--- src/rtl/usb_desc_pkg.sv ---
// Shared constants and types for the USB descriptor builder.
// USB_DESC_HID_EN adds a HID class descriptor to the configuration.
package usb_desc_pkg;

  localparam logic [7:0] DESC_DEVICE        = 8'h01;
  localparam logic [7:0] DESC_CONFIGURATION = 8'h02;
  localparam logic [7:0] DESC_INTERFACE     = 8'h04;
  localparam logic [7:0] DESC_ENDPOINT      = 8'h05;
  localparam logic [7:0] DESC_HID           = 8'h21;

  localparam logic [1:0] XFER_CONTROL     = 2'd0;
  localparam logic [1:0] XFER_ISOCHRONOUS = 2'd1;
  localparam logic [1:0] XFER_BULK        = 2'd2;
  localparam logic [1:0] XFER_INTERRUPT   = 2'd3;

  localparam logic [5:0] DEV_LEN = 6'd18;
  localparam logic [5:0] CFG_LEN = 6'd9;
  localparam logic [5:0] IF_LEN  = 6'd9;
  localparam logic [5:0] HID_LEN = 6'd9;
  localparam logic [5:0] EP_LEN  = 6'd7;

  localparam logic [5:0] IF_END = CFG_LEN + IF_LEN;
`ifdef USB_DESC_HID_EN
  localparam logic [5:0] EP_BASE = IF_END + HID_LEN;
`else
  localparam logic [5:0] EP_BASE = IF_END;
`endif
  localparam logic [5:0] CFG_TOTAL = EP_BASE + EP_LEN;

  typedef enum logic [1:0] {
    S_IDLE,
    S_LOAD,
    S_SEND,
    S_DONE
  } state_t;

  function automatic logic is_std_desc(input logic [7:0] t);
    return (t == DESC_DEVICE) || (t == DESC_CONFIGURATION);
  endfunction

endpackage

--- src/rtl/usb_desc_rom.sv ---
// Combinational descriptor byte mux: (type, index, fields) -> byte.
// USB_DESC_HID_EN inserts the HID descriptor before the endpoint.
module usb_desc_rom
  import usb_desc_pkg::*;
#(
  parameter logic [15:0] VID       = 16'h1209,
  parameter logic [15:0] PID       = 16'h0001,
  parameter logic [7:0]  EP0_MPS   = 8'd64,
  parameter logic [7:0]  MAX_POWER = 8'd50
) (
  input  logic [7:0]  desc_type,
  input  logic [5:0]  index,
  input  logic [7:0]  iface_class,
  input  logic [7:0]  iface_subclass,
  input  logic [7:0]  iface_protocol,
  input  logic [3:0]  ep_number,
  input  logic        ep_direction,
  input  logic [1:0]  ep_type,
  input  logic [10:0] ep_max_packet,
  input  logic [7:0]  ep_interval,
  input  logic [15:0] hid_report_len,
  output logic [7:0]  data
);

  logic [7:0] dev_b;
  logic [7:0] cfg_b;
  logic [5:0] rel;

`ifndef USB_DESC_HID_EN
  logic unused_hid;
  assign unused_hid = ^hid_report_len;
`endif

  always_comb begin
    dev_b = 8'h00;
    case (index)
      6'd0:  dev_b = {2'b00, DEV_LEN};
      6'd1:  dev_b = DESC_DEVICE;
      6'd3:  dev_b = 8'h02;
      6'd7:  dev_b = EP0_MPS;
      6'd8:  dev_b = VID[7:0];
      6'd9:  dev_b = VID[15:8];
      6'd10: dev_b = PID[7:0];
      6'd11: dev_b = PID[15:8];
      6'd13: dev_b = 8'h01;
      6'd17: dev_b = 8'h01;
      default: dev_b = 8'h00;
    endcase
  end

  always_comb begin
    cfg_b = 8'h00;
    rel   = 6'd0;
    if (index < CFG_LEN) begin
      case (index)
        6'd0: cfg_b = {2'b00, CFG_LEN};
        6'd1: cfg_b = DESC_CONFIGURATION;
        6'd2: cfg_b = {2'b00, CFG_TOTAL};
        6'd4: cfg_b = 8'h01;
        6'd5: cfg_b = 8'h01;
        6'd7: cfg_b = 8'h80;
        6'd8: cfg_b = MAX_POWER;
        default: cfg_b = 8'h00;
      endcase
    end else if (index < IF_END) begin
      rel = index - CFG_LEN;
      case (rel)
        6'd0: cfg_b = {2'b00, IF_LEN};
        6'd1: cfg_b = DESC_INTERFACE;
        6'd4: cfg_b = 8'h01;
        6'd5: cfg_b = iface_class;
        6'd6: cfg_b = iface_subclass;
        6'd7: cfg_b = iface_protocol;
        default: cfg_b = 8'h00;
      endcase
`ifdef USB_DESC_HID_EN
    end else if (index < EP_BASE) begin
      rel = index - IF_END;
      case (rel)
        6'd0: cfg_b = {2'b00, HID_LEN};
        6'd1: cfg_b = DESC_HID;
        6'd2: cfg_b = 8'h11;
        6'd3: cfg_b = 8'h01;
        6'd5: cfg_b = 8'h01;
        6'd6: cfg_b = 8'h22;
        6'd7: cfg_b = hid_report_len[7:0];
        6'd8: cfg_b = hid_report_len[15:8];
        default: cfg_b = 8'h00;
      endcase
`endif
    end else if (index < CFG_TOTAL) begin
      rel = index - EP_BASE;
      case (rel)
        6'd0: cfg_b = {2'b00, EP_LEN};
        6'd1: cfg_b = DESC_ENDPOINT;
        6'd2: cfg_b = {ep_direction, 3'b000, ep_number};
        6'd3: cfg_b = {6'b000000, ep_type};
        6'd4: cfg_b = ep_max_packet[7:0];
        6'd5: cfg_b = {5'b00000, ep_max_packet[10:8]};
        6'd6: cfg_b = ep_interval;
        default: cfg_b = 8'h00;
      endcase
    end
  end

  assign data = (desc_type == DESC_DEVICE) ? dev_b : cfg_b;

endmodule

--- src/rtl/usb_descriptor_builder.sv ---
// GET_DESCRIPTOR streamer for Device/Configuration descriptors.
// USB_DESC_HID_EN adds a HID class descriptor (config total 34).
module usb_descriptor_builder
  import usb_desc_pkg::*;
#(
  parameter logic [15:0] VID       = 16'h1209,
  parameter logic [15:0] PID       = 16'h0001,
  parameter logic [7:0]  EP0_MPS   = 8'd64,
  parameter logic [7:0]  MAX_POWER = 8'd50
) (
  input  logic        clk,
  input  logic        rst_n,
  input  logic        start,
  input  logic        abort,
  input  logic [7:0]  req_type,
  input  logic [15:0] req_length,
  input  logic [7:0]  cfg_iface_class,
  input  logic [7:0]  cfg_iface_subclass,
  input  logic [7:0]  cfg_iface_protocol,
  input  logic [3:0]  cfg_ep_number,
  input  logic        cfg_ep_direction,
  input  logic [1:0]  cfg_ep_type,
  input  logic [10:0] cfg_ep_max_packet,
  input  logic [7:0]  cfg_ep_interval,
  input  logic [15:0] cfg_hid_report_len,
  output logic [7:0]  tx_data,
  output logic        tx_valid,
  input  logic        tx_ready,
  output logic        tx_last,
  output logic        busy,
  output logic        done,
  output logic        stall
);

  state_t      state;
  logic [7:0]  sh_type;
  logic [15:0] sh_len;
  logic [7:0]  sh_class;
  logic [7:0]  sh_sub;
  logic [7:0]  sh_proto;
  logic [3:0]  sh_ep_num;
  logic        sh_ep_dir;
  logic [1:0]  sh_ep_type;
  logic [10:0] sh_ep_mps;
  logic [7:0]  sh_ep_int;
  logic [15:0] sh_hid_len;
  logic [5:0]  idx;
  logic [5:0]  count;

  logic [5:0]  total;
  logic [5:0]  load_count;
  logic [5:0]  rom_idx;
  logic [7:0]  rom_data;
  logic        accept;

  assign total = (sh_type == DESC_DEVICE) ? DEV_LEN : CFG_TOTAL;
  // Full 16-bit compare so large wLength values clamp to total.
  assign load_count = (sh_len < {10'd0, total}) ? sh_len[5:0] : total;
  assign rom_idx = (state == S_LOAD) ? 6'd0 : idx + 6'd1;
  assign accept = tx_valid && tx_ready;

  usb_desc_rom #(
    .VID       (VID),
    .PID       (PID),
    .EP0_MPS   (EP0_MPS),
    .MAX_POWER (MAX_POWER)
  ) u_rom (
    .desc_type      (sh_type),
    .index          (rom_idx),
    .iface_class    (sh_class),
    .iface_subclass (sh_sub),
    .iface_protocol (sh_proto),
    .ep_number      (sh_ep_num),
    .ep_direction   (sh_ep_dir),
    .ep_type        (sh_ep_type),
    .ep_max_packet  (sh_ep_mps),
    .ep_interval    (sh_ep_int),
    .hid_report_len (sh_hid_len),
    .data           (rom_data)
  );

  always_ff @(posedge clk or negedge rst_n) begin
    if (!rst_n) begin
      state      <= S_IDLE;
      sh_type    <= 8'h00;
      sh_len     <= 16'h0000;
      sh_class   <= 8'h00;
      sh_sub     <= 8'h00;
      sh_proto   <= 8'h00;
      sh_ep_num  <= 4'h0;
      sh_ep_dir  <= 1'b0;
      sh_ep_type <= 2'b00;
      sh_ep_mps  <= 11'd0;
      sh_ep_int  <= 8'h00;
      sh_hid_len <= 16'h0000;
      idx        <= 6'd0;
      count      <= 6'd0;
      tx_data    <= 8'h00;
      tx_valid   <= 1'b0;
      tx_last    <= 1'b0;
      busy       <= 1'b0;
      done       <= 1'b0;
      stall      <= 1'b0;
    end else begin
      done  <= 1'b0;
      stall <= 1'b0;
      if (abort) begin
        state    <= S_IDLE;
        tx_valid <= 1'b0;
        tx_last  <= 1'b0;
        busy     <= 1'b0;
      end else begin
        unique case (state)
          S_IDLE: begin
            if (start) begin
              sh_type    <= req_type;
              sh_len     <= req_length;
              sh_class   <= cfg_iface_class;
              sh_sub     <= cfg_iface_subclass;
              sh_proto   <= cfg_iface_protocol;
              sh_ep_num  <= cfg_ep_number;
              sh_ep_dir  <= cfg_ep_direction;
              sh_ep_type <= cfg_ep_type;
              sh_ep_mps  <= cfg_ep_max_packet;
              sh_ep_int  <= cfg_ep_interval;
              sh_hid_len <= cfg_hid_report_len;
              if (is_std_desc(req_type)) begin
                state <= S_LOAD;
                busy  <= 1'b1;
              end else begin
                stall <= 1'b1;
              end
            end
          end
          S_LOAD: begin
            count <= load_count;
            idx   <= 6'd0;
            if (load_count == 6'd0) begin
              state <= S_DONE;
              done  <= 1'b1;
            end else begin
              state    <= S_SEND;
              tx_valid <= 1'b1;
              tx_data  <= rom_data;
              tx_last  <= (load_count == 6'd1);
            end
          end
          S_SEND: begin
            if (accept) begin
              if (tx_last) begin
                state    <= S_DONE;
                done     <= 1'b1;
                tx_valid <= 1'b0;
                tx_last  <= 1'b0;
              end else begin
                if (idx != total - 6'd1) idx <= idx + 6'd1;
                tx_data <= rom_data;
                tx_last <= (idx + 6'd2 == count);
              end
            end
          end
          S_DONE: begin
            state <= S_IDLE;
            busy  <= 1'b0;
          end
          default: state <= S_IDLE;
        endcase
      end
    end
  end

endmodule
--- config.mk ---
export PLATFORM = sky130hd
export DESIGN_NAME = usb_descriptor_builder
export DESIGN_NICKNAME = d
export VERILOG_FILES = /design/src/rtl/usb_desc_pkg.sv /design/src/rtl/usb_desc_rom.sv /design/src/rtl/usb_descriptor_builder.sv
export SDC_FILE = /design/constraint.sdc
export NUM_CORES = 1
export LEC_CHECK = 0
export CELL_PAD_IN_SITES_DETAIL_PLACEMENT = 0
export CELL_PAD_IN_SITES_GLOBAL_PLACEMENT = 2
export CORE_MARGIN = 4
export CORE_UTILIZATION = 38
export CTS_CLUSTER_DIAMETER = 120
export DETAILED_ROUTE_END_ITERATION = 7
export PLACE_DENSITY_LB_ADDON = 0.08
export SETUP_SLACK_MARGIN = 0.5
export SYNTH_ARGS = -nofsm -noshare
export SYNTH_HDL_FRONTEND = slang
export SYNTH_HIERARCHICAL = 1
export SYNTH_SLANG_ARGS = --single-unit
--- constraint.sdc ---
create_clock -name clk -period 6.93 [get_ports clk]
set_clock_uncertainty 0.2 [all_clocks]
set_input_delay 1.386 -clock clk [delete_from_list [all_inputs] [get_ports clk]]
set_output_delay 1.386 -clock clk [all_outputs]
set_load 0.05 [all_outputs]
==> results of run 1 <==
[worst max-delay path, stage by stage (launching register included)]
cell and delay [ps]:
dfrtp_1 500, ha_1 320, xnor2_1 140, nor2_1 640
inv_1 270, ha_1 660, mux2_2 390, a22oi_1 250
a221oi_1 110, nor2_1 150, o221ai_1 130, mux2_2 280
[layout by cell type, fill, tap and decap left out, types with 6 or more instances in the layout]
master / instances
clkdlybuf4s50_1: 90
o21ai_0: 18
nor2_1: 25
ha_1: 15
nand2_1: 24
nor2b_1: 8
a31oi_1: 7
inv_1: 10
dfrtp_1: 101
xor2_1: 7
a222oi_1: 7
clkbuf_16: 9
nor4_1: 7
nand2b_1: 6
nor3_1: 12
mux2_2: 87
nand3_1: 9
a22oi_1: 10
xnor2_1: 7
a21oi_1: 17
[report_power, final]
part	total (mW)	switching [mW]	internal, mW
registers	1.02	0.172	0.851
clock network	0.495	0.239	0.255
logic	1.24	0.660	0.579
[per-stage QoR]
stage           util  setup WS (ps)  total power [mW]
2_1_floorplan      -           3660              1.92
3_3_place_gp   0.462           2590              2.26
3_5_place_dp   0.462           2580              2.28
4_1_cts        0.483           2720              2.80
5_1_grt        0.483           2450              2.97
6_report       0.483           2780              2.76
[layout make-up]
| class | instances | area [µm²] |
|---|---|---|
| clock buffers | 10 | 229 |
| repair buffers | 94 | 931 |
| fillers | 1307 | 7200 |
| multi-input cells | 344 | 2720 |
| flip-flops and latches | 101 | 2530 |
| inverters | 10 | 37.5 |
| well taps | 180 | 225 |
| clock inverters | 6 | 60.1 |
[final timing paths]
path / start / to / slack [ps] / cells after the start
setup / recovery: idx[0]$_DFFE_PN0P_ / tx_data[3]$_DFFE_PN0P_ / 2780 / 11
hold / removal: count[2]$_DFFE_PN0P_ / count[2]$_DFFE_PN0P_ / 300 / 2
setup reg to reg: idx[0]$_DFFE_PN0P_ / tx_data[3]$_DFFE_PN0P_ / 2780 / 11
hold reg to reg: count[2]$_DFFE_PN0P_ / count[2]$_DFFE_PN0P_ / 300 / 2
max in group asynchronous: rst_n / tx_data[2]$_DFFE_PN0P_ / 4530 / 2
min in group asynchronous: rst_n / done$_DFF_PN0_ / 770 / 1
[flip-flops by register name (all words and copies together), names as in the netlist, 2 cells and up]
name and cells:
idx 6, sh_sub 8, sh_ep_type 2, sh_type 8, tx_data 8, state 2, sh_class 8, sh_ep_num 4
sh_proto 8, sh_len 16, sh_ep_int 8, sh_ep_mps 11, count 6
[routing by layer]
metal,part of all wire,up-vias
met3,0.051,11
met4,0.0094,0
met5,0,-
met2,0.46,94
li1,-,1954
met1,0.48,2038
==> results.tsv, run 1 <==
metric	value	unit
status	finished, final reports clean	
grt_usage	0.172	
via_count	4097	
layout-drive-gt1-share	0.207	
post_drt_wl_per_cell	17.9	µm
met2_usage	0.255	
finalCritPeriodShare	0.599	
cts_max_path_buffers	2	
grt_start_max_net_pins	70	
syn_to_final_growth	24.1	%
met1_usage	0.249	
grt_overflow	0	
start_util	0.389	
period_needed	4150	ps
crit_arrival	4190	ps
ant_nets	0	
rsz0062_at_grt	no	
first_pass_iters	7	
finalSetupTns	0	ps
fin_area	6730	µm²
peakVddDrop	177	µV
vias_per_cell	5.50	
fp.dieW	127	µm
path_class	reg -> reg	
routabilityCongestion	0.785	
worst_ep_required_time	6960	ps
hpwl	9720	µm
finalMaxSlewViolations	0	
core	13900	µm²
drt_wl_total	13300	µm
nets	670	
p_leak	2.80	nW
tritoncts	built	
cts.clk_slew.worst_paths	70	ps
worst_hold_slack	304	ps
grt_pass1_vias	4200	
critPathMaxFanout	13	
hold_path.class	reg -> reg	
worst_pin_slew	937	ps
ctsRootBufferMaster	clkbuf_16	
grt_pass1_wl	22100	µm
place_area	6440	µm²
final_hold_viol_count	0	
die-area	16300	µm²
io_buffer_count	91	
die-height	127	µm
postCtsSetupRepairBufs	0	
synth_area_per_cell	11.2	µm²
cts_buffers	9	
ctsResizeCount	0	
drv_cap	0	
syn_inst	484	
clk_latency	350	ps
drt_iter0_drc	208	
syn-num-nets	594	
setup_violations	0	
rows	43	
placed_cells	729	
diodes	0	
clkSinkCount	101	
syn-cell-area	5430	µm²
remaining_drc_errors	0	
postCtsHoldBufs	0	
antenna_found_initial	0	
ctsHtreeMaxLevel	3	
slew_headroom	0.373	
cp-start-kind	flop	
ys_warn_count	6	
io_pins	108	
grtUsageMet3	0.0531	
p_per_area	410	nW/µm²
worstSetupEndpointType	flop	
grt.busiest_layer	met2	
stdcell_count	745	
max_freq	0.241	GHz
No activity file was read; power rests on OpenSTA's default activity.
==> run 2: changes to the inputs <==
CORE_UTILIZATION = 32   (was 38)
clock period = 3.4 ns   (was 6.93 ns; I/O delays follow)
==> run 2 against run 1 <==
  * Register-to-register slack worse by 2200 ps
  * Sequential share of layout area is 2.9 points lower
  * Via count is 0.93% higher
  * Critical path depth stayed put
  * Maximum frequency is 48% higher
  * Final cell count is 9.7% higher
  * Sequential power is 100% higher
  * Die area is 18% higher
  * Combinational power is 140% higher
  * First-iteration DRC count is 18% lower
  * Highest routed layer unchanged
==> results.tsv, run 2 (same netlist as run 1, synthesis figures left out) <==
metric	value	unit
status	finished, final reports clean	
worstSetupEndpointType	flop	
antenna_found_initial	0	
ctsRootBufferMaster	clkbuf_16	
max_freq	0.357	GHz
largest_reg_flops	16	
r2r_end	tx_data[5]$_DFFE_PN0P_	
rsz0062_at_grt	no	
post_drt_wl_per_cell	17.7	µm
drv_cap	0	
cpPeakStageDelay	510	ps
ff2ff_setup_slack	600	ps
io_pins	108	
register_area	2530	µm²
ff2ff_path_depth	11	
hpwl	10700	µm
first_pass_iters	4	
final_hold_viol_count	0	
p_leak	3.02	nW
setup_violations	0	
diodes	0	
ant_nets	0	
core	16600	µm²
tritoncts	built	
crit_buf_inv	3	
multi_input_area	2890	µm²
rows	47	
worst_ep_required_time	3450	ps
io_buffer_count	91	
grt_pass1_wl	23500	µm
finalSetupTns	0	ps
crit_arrival	2860	ps
final_common_cell	dfrtp_1	
routabilityCongestion	0.777	
remaining_drc_errors	0	
critPathMaxFanout	10	
syn_to_final_growth	34.5	%
slew_headroom	0.602	
path_class	reg -> reg	
grt_start_max_net_pins	60	
peakVddDrop	367	µV
cp.depth	11	
reg_top3	sh_len (16), sh_ep_mps (11)	
grt_usage	0.154	
clkSinkCount	101	
crit_top_cell	ha_4	
finalMaxSlewViolations	0	
drt_iter0_drc	170	
cp-start-kind	flop	
cpLargestDelayFamily	compound AO/OA/AOI/OAI gates	
clk_latency	360	ps
cts_buffers	9	
die-area	19100	µm²
start_util	0.327	
postCtsHoldBufs	0	
period_needed	2800	ps
grt_overflow	0	
final_util	0.440	
ctsHtreeMaxLevel	3	
finalCritPeriodShare	0.824	
layout-drive-gt1-share	0.300	
p_per_area	853	nW/µm²
worst_pin_slew	598	ps
die-height	138	µm
cp_slowest_cell	a222oi_1	
hold_path.class	in -> async	
r2r-start	state[1]$_DFFE_PN0P_	
most-common-layout-cells	dfrtp_1 (100), clkdlybuf4s50_1 (90), mux2_2 (87)	
cts.clk_slew.worst_paths	80	ps
cts_max_path_buffers	2	
nets	702	
top_register	sh_len	
grt_pass1_vias	4329	
path_cells	inv_2 -> ha_4 -> nor2_4 -> inv_1 -> ha_4 -> buf_12 -> a222oi_1 -> nor3_2 -> a211oi_2 -> nor3_1 -> mux2_2	
drt_wl_total	14500	µm
via_count	4135	
vias_per_cell	5.06	
fill_cells	1572	
fp.dieW	138	µm
-- run 2: metal layers --
layer	global-route usage	share of wire
met1	0.216	0.49
met2	0.234	0.45
met3	0.0369	0.042
met4	0.0510	0.016
met5	0	0
-- run 2: worst reg2reg max path: cells and delay by family, from the launching register on --
kind | cells | cell delay, ps
simple gates | 3 | 310
fa+ha+maj | 2 | 410
compound gates | 2 | 750
mux | 1 | 260
flops | 1 | 410
buf+inv | 3 | 360
-- run 2: how the worst max path moves through the flow --
| stage | startpoint | endpoint | slack [ps] |
|---|---|---|---|
| 5_1_grt | idx[1]$_DFFE_PN0P_ | tx_data[3]$_DFFE_PN0P_ | 490 |
| 3_3_place_gp | state[1]$_DFFE_PN0P_ | tx_data[1]$_DFFE_PN0P_ | 220 |
| 6_report | state[1]$_DFFE_PN0P_ | tx_data[5]$_DFFE_PN0P_ | 600 |
| 2_1_floorplan | state[1]$_DFFE_PN0P_ | tx_data[1]$_DFFE_PN0P_ | 450 |
| 4_1_cts | idx[2]$_DFFE_PN0P_ | tx_data[1]$_DFFE_PN0P_ | 500 |
| 3_5_place_dp | state[1]$_DFFE_PN0P_ | tx_data[1]$_DFFE_PN0P_ | 230 |
-- run 2: area by class of cell --
type | count | area share
Clock buffer | 9 | 0.0309
Clock inverter | 7 | 0.0137
Multi-Input combinational cell | 344 | 0.396
Tap cell | 220 | 0.0377
Sequential cell | 101 | 0.347
Inverter | 10 | 0.00549
Timing Repair Buffer | 126 | 0.170
-- run 2: timing repair --
action,4_1_cts,5_1_grt
gates cloned,0,1
buffers inserted,4,2
pin swaps,3,7
setup endpoints to repair,8,8
gates resized for setup,17,14
-- run 2: metrics by stage --
step / setup slack (ps) / hold WS, ps / total power [mW] / area (µm²) / instances
2_1_floorplan: 452 / 184 / 3.95 / 5460 / 484
3_3_place_gp: 218 / 285 / 4.82 / 6750 / 794
3_5_place_dp: 226 / 294 / 4.87 / 6750 / 794
4_1_cts: 499 / 130 / 6.17 / 7180 / 814
5_1_grt: 490 / 159 / 6.67 / 7290 / 817
6_report: 597 / 100 / 6.22 / 7290 / 817
-- run 2: report_power, final --
part           switching [mW]  internal, mW
logic                    1.51          1.50
clock network           0.524         0.596
registers               0.351          1.74
total                    2.39          3.83
==> run 3: changes to the inputs <==
clock period = 2.46 ns   (was 3.4 ns; I/O delays follow)
==> run 3 against run 2 <==
  * The run now ends with hold timing, setup timing left
  * Via count grew 12%
  * Combinational power increased by 110%
  * Setup slack worse by 900 ps
  * Final cell count increased by 11%
  * Utilization up 9.9 points
  * Wire length rose by 16%
  * Register-to-register slack got worse by 900 ps
  * Worst hold slack got worse by 170 ps
  * Highest routed layer unchanged
==> results.tsv, run 3 (same netlist as run 1, synthesis figures left out) <==
metric	value	unit
worst_ep_required_time	2560	ps
diodes	0	
p_leak	4.02	nW
violations	hold timing, setup timing	
worst_pin_slew	626	ps
max_freq	0.361	GHz
place_ws	-414	ps
first_pass_iters	4	
rsz0062_at_grt	yes	
clk_latency	360	ps
finalMaxSlewViolations	0	
setup_violations	8	
core	16600	µm²
ff2ff_path_depth	11	
drt_iter0_drc	273	
critPathMaxFanout	4	
most-common-layout-cells	dfrtp_1 (97), buf_4 (91), mux2_4 (74)	
period_needed	2770	ps
top_register	sh_len	
r2r_end	tx_data[1]$_DFFE_PN0P_	
grt_pass1_vias	4793	
remaining_drc_errors	0	
cts_buffers	9	
io_buffer_count	91	
fin_area	8940	µm²
reg_top3	sh_len (16), sh_ep_mps (11)	
start_util	0.327	
path_class	reg -> reg	
peakVddDrop	499	µV
post_drt_wl_per_cell	18.5	µm
nets	794	
ant_nets	0	
crit_arrival	2860	ps
p_per_area	1190	nW/µm²
status	finished, violations left	
grt_overflow	0	
routabilityCongestion	0.824	
drv_cap	0	
final_common_cell	dfrtp_1	
r2r-start	idx[0]$_DFFE_PN0P_	
ctsRootBufferMaster	clkbuf_16	
fp.dieW	138	µm
largest_reg_flops	16	
die-height	138	µm
rows	47	
finalCritPeriodShare	1.12	
grt_start_max_net_pins	102	
drt_wl_total	16800	µm
via_count	4624	
layout-drive-gt1-share	0.486	
antenna_found_initial	0	
io_pins	108	
syn_to_final_growth	64.8	%
slew_headroom	0.582	
cp-start-kind	flop	
place_area	7290	µm²
tritoncts	built	
postCtsHoldBufs	0	
grt_pass1_wl	27000	µm
cts_max_path_buffers	2	
clkSinkCount	101	
die-area	19100	µm²
ff2ff_setup_slack	-310	ps
final_hold_viol_count	20	
worstSetupEndpointType	flop	
ctsHtreeMaxLevel	3	
grt_usage	0.176	
hpwl	11200	µm
cts.clk_slew.worst_paths	70	ps
worst_hold_slack	-74.1	ps
timing.final.ws_setup	-307	ps
vias_per_cell	5.09	
hold_path.class	in -> async	
## run 3: changes by cell type in the layout (fill, tap and decap cells not counted), moves of 7 or more
cell             before  now
o21ai_0              18    9
mux2_2               87   13
buf_6                 0   19
mux2_4                0   74
clkdlybuf4s50_1      90   73
buf_4                31   91
buf_16                0    7
## run 3: worst max path at each step
stage                                     from                     end  slack [ps]  cells past startpoint
after global placement      idx[1]$_DFFE_PN0P_  tx_data[3]$_DFFE_PN0P_        -390                     11
after global routing        idx[1]$_DFFE_PN0P_  tx_data[1]$_DFFE_PN0P_        -410                     11
after CTS                   idx[0]$_DFFE_PN0P_  tx_data[3]$_DFFE_PN0P_        -380                     12
after detailed placement    idx[1]$_DFFE_PN0P_  tx_data[3]$_DFFE_PN0P_        -410                     11
after floorplan           state[1]$_DFFE_PN0P_  tx_data[7]$_DFFE_PN0P_        -440                     14
final                       idx[0]$_DFFE_PN0P_  tx_data[1]$_DFFE_PN0P_        -310                     11
## run 3: timing repair
action                                  in CTS  in global routing
cloned                                       8                  0
endpoints found under the setup margin     109                103
buffers inserted                            17                 22
pin swaps                                   27                 44
gates resized for setup                    158                 82
## run 3: routing by layer
layer | wire [µm] | GRT usage | vias up
met2 | 7660 | 0.262 | 98
met4 | 163 | 0.0463 | 0
met3 | 707 | 0.0356 | 9
met1 | 8300 | 0.260 | 2311
met5 | 0 | 0 | -
li1 | - | - | 2206
## run 3: final cells by class
type	instances	area (µm²)
fillers	1466	7640
clock inverters	7	77.6
repair buffers	217	2160
well taps	220	275
flip-flops and latches	101	2530
multi-input cells	345	3620
clock buffers	9	225
inverters	10	51.3
## run 3: power by group
part           internal (mW)  switching, mW  leakage [nW]  total, mW
Sequential              2.40          0.610          1.23       3.01
Combinational           3.47           2.72          2.64       6.19
Clock                  0.721          0.729         0.149       1.45
## run 3: per-stage QoR
step	total power, mW	TNS (ps)	hold WS, ps	util	instances
2_1_floorplan	5.74	-2210	-3.59	-	484
3_3_place_gp	7.49	-2680	286	0.440	846
3_5_place_dp	7.55	-2840	292	0.440	846
4_1_cts	10.1	-2410	15.7	0.510	887
5_1_grt	11.3	-2930	34.7	0.539	909
6_report	10.7	-1980	-74.1	0.539	909
## run 3: critical path: stages (launching register included)
cell and delay, ps:
dfrtp_1 410, ha_4 190, xnor2_4 130, nor2_4 120, clkinvlp_4 130, ha_2 210
a21boi_2 190, nor3_2 160, a31oi_1 60, or4_4 550, a31oi_4 190, mux2_4 160
